===== src/rtl/bcd4_to_bin_seq.sv =====
// Sequential packed-BCD to binary converter using reverse double-dabble.
// One result bit per clock; start/busy/done handshake; digit validity check.
module bcd4_to_bin_seq #(
  parameter int NDIG  = 4,
  parameter int BIN_W = 14
) (
  input  logic               clk,
  input  logic               rst_n,
  input  logic               start,
  input  logic [4*NDIG-1:0]  bcd_in,
  output logic [BIN_W-1:0]   bin_out,
  output logic               busy,
  output logic               done,
  output logic               err
);

  localparam int SW    = 4 * NDIG;
  localparam int CNT_W = (BIN_W > 1) ? $clog2(BIN_W) : 1;
  localparam logic [CNT_W-1:0] LAST = CNT_W'(BIN_W - 1);

  typedef enum logic [1:0] {IDLE, CONV, ERRDONE} state_t;

  state_t             state;
  logic [SW-1:0]      s_reg;
  logic [BIN_W-1:0]   b_reg;
  logic [CNT_W-1:0]   cnt;

  logic               bad_digit;
  logic [SW-1:0]      s_shift;
  logic [SW-1:0]      s_corr;
  logic [BIN_W-1:0]   b_shift;

  always_comb begin
    bad_digit = 1'b0;
    for (int i = 0; i < NDIG; i++) begin
      if (bcd_in[4*i +: 4] > 4'd9) bad_digit = 1'b1;
    end
  end

  // A shifted digit of 8 or more held a "10" worth of weight; removing 3 restores base 10.
  always_comb begin
    s_shift = {1'b0, s_reg[SW-1:1]};
    b_shift = {s_reg[0], b_reg[BIN_W-1:1]};
    s_corr  = s_shift;
    for (int i = 0; i < NDIG; i++) begin
      if (s_shift[4*i+3]) s_corr[4*i +: 4] = s_shift[4*i +: 4] - 4'd3;
    end
  end

  always_ff @(posedge clk or negedge rst_n) begin
    if (!rst_n) begin
      state   <= IDLE;
      s_reg   <= '0;
      b_reg   <= '0;
      cnt     <= '0;
      bin_out <= '0;
      busy    <= 1'b0;
      done    <= 1'b0;
      err     <= 1'b0;
    end else begin
      case (state)
        IDLE: begin
          done <= 1'b0;
          if (start) begin
            if (bad_digit) begin
              state <= ERRDONE;
            end else begin
              s_reg <= bcd_in;
              b_reg <= '0;
              cnt   <= '0;
              busy  <= 1'b1;
              state <= CONV;
            end
          end
        end
        CONV: begin
          s_reg <= s_corr;
          b_reg <= b_shift;
          cnt   <= cnt + CNT_W'(1);
          if (cnt == LAST) begin
            bin_out <= b_shift;
            err     <= 1'b0;
            done    <= 1'b1;
            busy    <= 1'b0;
            state   <= IDLE;
          end
        end
        ERRDONE: begin
          bin_out <= '0;
          err     <= 1'b1;
          done    <= 1'b1;
          state   <= IDLE;
        end
        default: state <= IDLE;
      endcase
    end
  end

endmodule

===== config.mk =====
export PLATFORM = sky130hd
export DESIGN_NAME = bcd4_to_bin_seq
export DESIGN_NICKNAME = d
export VERILOG_FILES = /design/src/rtl/bcd4_to_bin_seq.sv
export SDC_FILE = /design/constraint.sdc
export NUM_CORES = 1
export LEC_CHECK = 0
export CORE_ASPECT_RATIO = 0.9
export CORE_UTILIZATION = 32
export DETAILED_ROUTE_END_ITERATION = 10
export GPL_ROUTABILITY_DRIVEN = 0
export RECOVER_POWER = 100
export SYNTH_ARGS = -nofsm -noshare
export SYNTH_HDL_FRONTEND = slang
export SYNTH_SLANG_ARGS = --single-unit

===== constraint.sdc =====
create_clock -name clk -period 3 [get_ports clk]
set_clock_uncertainty 0.2 [all_clocks]
set_input_delay 0.45 -clock clk [delete_from_list [all_inputs] [get_ports clk]]
set_output_delay 0.45 -clock clk [all_outputs]
set_load 0.02 [all_outputs]

---- Yosys cells after proc, flatten, opt, wreduce, memory -nomap -nowiden ----
Index checks and enable logic that the tools add are counted.
storage, ports and cells
  output and inout bits ................... 17
  register bits ........................... 53
  word-level logic and storage cells ...... 60
  input port bits ......................... 19
operators by class
  magnitude comparators ................... 4
  reductions and logical operators ........ 9
  add/subtract/negate cells ............... 4
  multiplexer cells ....................... 29
  equality and inequality tests ........... 6
operators with widths
  kind                                                                   count
  14-bit case mux with 2 select lines                                    2
  14-bit 2-to-1 mux                                                      3
  16-bit 2-to-1 mux                                                      2
  16-bit case mux with 2 select lines                                    1
  4-bit 2-to-1 mux                                                       5
  4-bit > comparator, second input constant                              4
  4-bit by 2-bit subtractor with 4-bit output, second input constant     3
  1-bit 2-to-1 mux                                                       8
  4-bit case mux with 2 select lines                                     1
  2-bit 2-to-1 mux                                                       3
  2-bit inequality test, second input constant                           3
  2-bit AND reduction                                                    3
  4-bit by 1-bit adder with 4-bit output, second input constant          1
  4-bit equality test, second input constant                             1
  1-bit case mux with 2 select lines                                     2
  2-bit case mux with 2 select lines                                     1
  4-bit AND reduction                                                    1
  2-bit nonzero test                                                     2
  1-bit case mux with 3 select lines                                     1
  3-bit AND reduction                                                    1
  3-bit nonzero test                                                     1
  2-bit by 1-bit equality test with 1-bit output, second input constant  1
  2-bit equality test, second input constant                             1
  2-bit logical NOT                                                      1

---- Logic depth before layout (Yosys ltp) ----
  depth in word-level cells ............... 8
  mapped depth ............................ 8
  mapped depth without buffers ............ 6

---- Worst setup path before layout ----
OpenSTA, ideal clock, no wires.
  path type ............................... reg-to-reg
  start ................................... reg state[1]
  end ..................................... reg s_reg[10]
  arrival ................................. 1528 ps
  setup slack ............................. 1147 ps
  cell stages (with the launch flop) ...... 8
  path buffers ............................ 2
  cells stage by stage .................... dfrtp_1 -> inv_1 -> ha_1 -> buf_2 -> nand2_1 -> buf_2 -> o21ai_2 -> mux2_2
on the way
  word-level cells in the longest chain between the ends .. 3
  elaborated cells on any way between the ends .. 7
RTL lines
  item                                                                                 line  source
  start, declared                                                                      23    state_t state;
  start signal, assigned                                                               52    state <= IDLE;
  start signal, assigned                                                               66    state <= ERRDONE;
  start signal, assigned                                                               72    state <= CONV;
  2-bit by 1-bit equality test with 1-bit output or 2-bit logical NOT (tied branches)  61    case (state)
  2-bit nonzero test (no source line) or 2-bit inequality test (tied branches)         n/a
  3-bit AND reduction (no source line)                                                 n/a
  end signal, assigned                                                                 68    s_reg <= bcd_in;
  end signal, assigned                                                                 77    s_reg <= s_corr;
  end, declared                                                                        24    logic [SW-1:0] s_reg;
Parallel ways exist; a longest one is shown, timed or not.
A chain may end at the register's enable or synchronous reset.

---- Worst setup path in the final report ----
  start ................................... reg state[1]
  end ..................................... reg cnt[0]
on the way
  word-level cells in the longest chain between the ends .. 3
  elaborated cells on any way between the ends .. 7
RTL lines
  item                                                                                 line  source
  2-bit by 1-bit equality test with 1-bit output or 2-bit logical NOT (tied branches)  61
  2-bit nonzero test (no source line) or 2-bit inequality test (tied branches)         n/a
  3-bit AND reduction (no source line)                                                 n/a
  end signal, assigned                                                                 79    cnt <= cnt + CNT_W'(1);
  end, declared                                                                        26    logic [CNT_W-1:0] cnt;
Parallel ways exist; a longest one is shown, timed or not.

==> summary.txt <==
Status
  – Status: complete, but fails checks
  – Failing checks: design-rule violations

Min path
  – Hold crit path type: flip-flop to flip-flop

Place
  – Pre-CTS setup slack: 0.359 ns
  – Port buffer count: 35
  – DP Wirelength: 4030 um
  – Placed cell area: 3080 um2
  – Dpl cells: 371

GRT
  – Vias in the first global route: 1,900
  – First-pass GRT wire length: 9890 um
  – Pin count of the biggest net entering global routing: 30
  – Initial antenna violation count: 0
  – Total grt overflow: 0
  – Total GRT Usage: 14.5%

Job
  – Max-Cap Viols: 0

Power
  – Leakage: 1.38 nW
  – Power per standard cell area: 674 nW/um2
  – VDD IR max: 215 uV

STA
  – Setup TNS Final: 0 ns
  – Endpoints failing setup: 0
  – Max-slew violation count: 0
  – Final period utilization: 88.1%
  – Period minus WS final: 2.64 ns
  – RSZ-0062 raised after global routing: no
  – Peak Freq: 0.378 GHz
  – Worst slew margin: 28.0%
  – Slew @ Worst Pin: 1.08 ns
  – Final worst setup slack: 0.356 ns
  – Fin. Hold Viols: 0

Worst setup path
  – Worst flop-to-flop path startpoint: state[1]
  – CP startpoint: state[1]
  – Worst reg2reg endpoint: cnt[0]
  – Reg-to-reg slack, setup: 0.36 ns
  – Startpoint Class: flip-flop
  – Worst setup EP type: flip-flop
  – Worst path arrival time: 2.70 ns
  – Maximum fanout along the worst path: 18
  – Setup Crit Path Kind: flip-flop to flip-flop
  – FF-to-FF path depth: 6
  – Req. time, crit path: 3.05 ns
  – Critical path destination: cnt[0]

Routing
  – Final ANT Viol Nets: 0
  – Vias/cell: 5.24
  – DRT Wirelength: 5820 um
  – Iter 0 DRT Violations: 97
  – First-pass detailed-route iteration total: 7
  – Via count: 1,993
  – Drt wl/cell: 15.3 um
  – DRC Markers: 4

Clocking
  – CTS H-tree depth: 2
  – CTS max path bufs: 2
  – CTS tree: done
  – CTS Sinks: 52
  – Postcts setup bufs: 0
  – Hold buffer count at CTS: 1
  – Root buffer cell: clkbuf_8
  – Worst-Skew Late Latency: 0.31 ns
  – Reg clk slew, reported paths: 0.10 ns
  – Total CTS buffers: 5
  – PostCTS Resize Cnt: 0

Synth
  – Synthesized Nets: 274
  – Async SR Flop Fraction: 100%
  – Synthesized cell area: 2650 um2
  – Yosys cell types: 44
  – Sequential area share after synthesis: 49.2%
  – Yosys warning count: 0
  – Number of synthesized flops with an enable pin: 0
  – Main synth FF type: dfrtp_1
  – Post-synthesis area per instance: 10.8 um2
  – Mapped Cells: 246
  – Synth Register Bits: 52

Finish
  – Finished Layout Cells: 380
  – Most frequent cells in the layout: 52 x dfrtp_1, 28 x a22o_1, 22 x nand2_1, 18 x dlygate4sd3_1
  – Design area: 3170 um2
  – Largest register FFs: 16
  – Number of diodes: 0
  – Share of cells above drive strength 1: 10.3%
  – Filler cell count: 785
  – Area growth, synth to finish: 19.8%
  – Commonest non-fill, non-tap cell in the layout: dfrtp_1
  – Final Util: 39.5%
  – NumNets Final: 308

Floorplanning
  – Die width: 97.9 um
  – Die area: 8640 um2
  – Row cnt: 31
  – Die Y: 88.3 um
  – IO Count: 36
  – Core area: 8030 um2
  – Starting Density: 33.0%
-- where the power goes --
group | internal (W) | switching (W)
Sequential | 0.000851 | 0.000175
Combinational | 0.000341 | 0.000350
Clock | 0.000172 | 0.000248
-- layout make-up --
class	instances	area, um2	area share, %
Clock inverter	3	27.5	0.869
Inverter	5	18.8	0.592
Timing Repair Buffer	44	408	12.9
Multi-Input combinational cell	172	1220	38.5
Clock buffer	5	68.8	2.17
Tap cell	99	124	3.91
Sequential cell	52	1300	41.1
-- critical path, cell delays in order, from the launching register on --
cell and delay, ns:
dfrtp_1 0.42, inv_1 0.09, ha_1 0.37, buf_4 0.29, nand2_1 0.10, o21ai_1 0.81, mux2_2 0.30
-- synth_stat cells (5+ instances only) --
| cell type | instances | area, um2 |
|---|---|---|
| nand2_1 | 22 | 82.6 |
| dfrtp_1 | 52 | 1300 |
| o21ai_0 | 13 | 65.1 |
| o22ai_1 | 6 | 37.5 |
| mux2i_1 | 7 | 70.1 |
| xnor2_1 | 6 | 52.6 |
| o21ai_2 | 6 | 52.6 |
| a21oi_1 | 9 | 45.0 |
| buf_2 | 10 | 50.1 |
| nand3_1 | 5 | 25.0 |
| nor2b_1 | 7 | 43.8 |
| a22o_1 | 28 | 245 |
| nor2_1 | 16 | 60.1 |
| ha_1 | 9 | 113 |
| mux2_2 | 7 | 78.8 |
-- routing by layer --
layer,routed length (um),track usage [%]
met1,2970,21.6
met2,2600,21.6
met3,187,2.84
met4,60,3.58
met5,0,0
-- through the flow --
step / total power (W) / hold WS [ns]
floorplan: 0.00156 / -0.0456
global placement: 0.00172 / 0.151
detailed placement: 0.00174 / 0.155
CTS: 0.00217 / 0.319
global route: 0.00230 / 0.330
finish: 0.00214 / 0.309
-- logic make-up after synthesis --
logic type / after synthesis / share of synthesized area [%]
adders and majority gates: 9 / 4.26
muxes: 15 / 6.05
DFF: 52 / 49.2
and+or+nand+nor: 59 / 10.9
xor gates and xnor gates: 6 / 1.99
buffers and inverters: 22 / 4.16
AOI/OAI and AO/OA: 83 / 23.5
-- worst min-delay path by stage --
| stage | from | endpoint | slack (ns) | depth (start not counted) |
|---|---|---|---|---|
| 2_1_floorplan | rst_n | b_reg[10] | -0.05 | 0 |
| 3_3_place_gp | rst_n | bin_out[3] | 0.15 | 1 |
| 3_5_place_dp | rst_n | bin_out[3] | 0.15 | 1 |
| 4_1_cts | bin_out[2] | bin_out[2] | 0.32 | 1 |
| 5_1_grt | bin_out[2] | bin_out[2] | 0.33 | 1 |
| 6_report | bin_out[2] | bin_out[2] | 0.31 | 1 |
No activity file was read; power rests on OpenSTA's default activity.
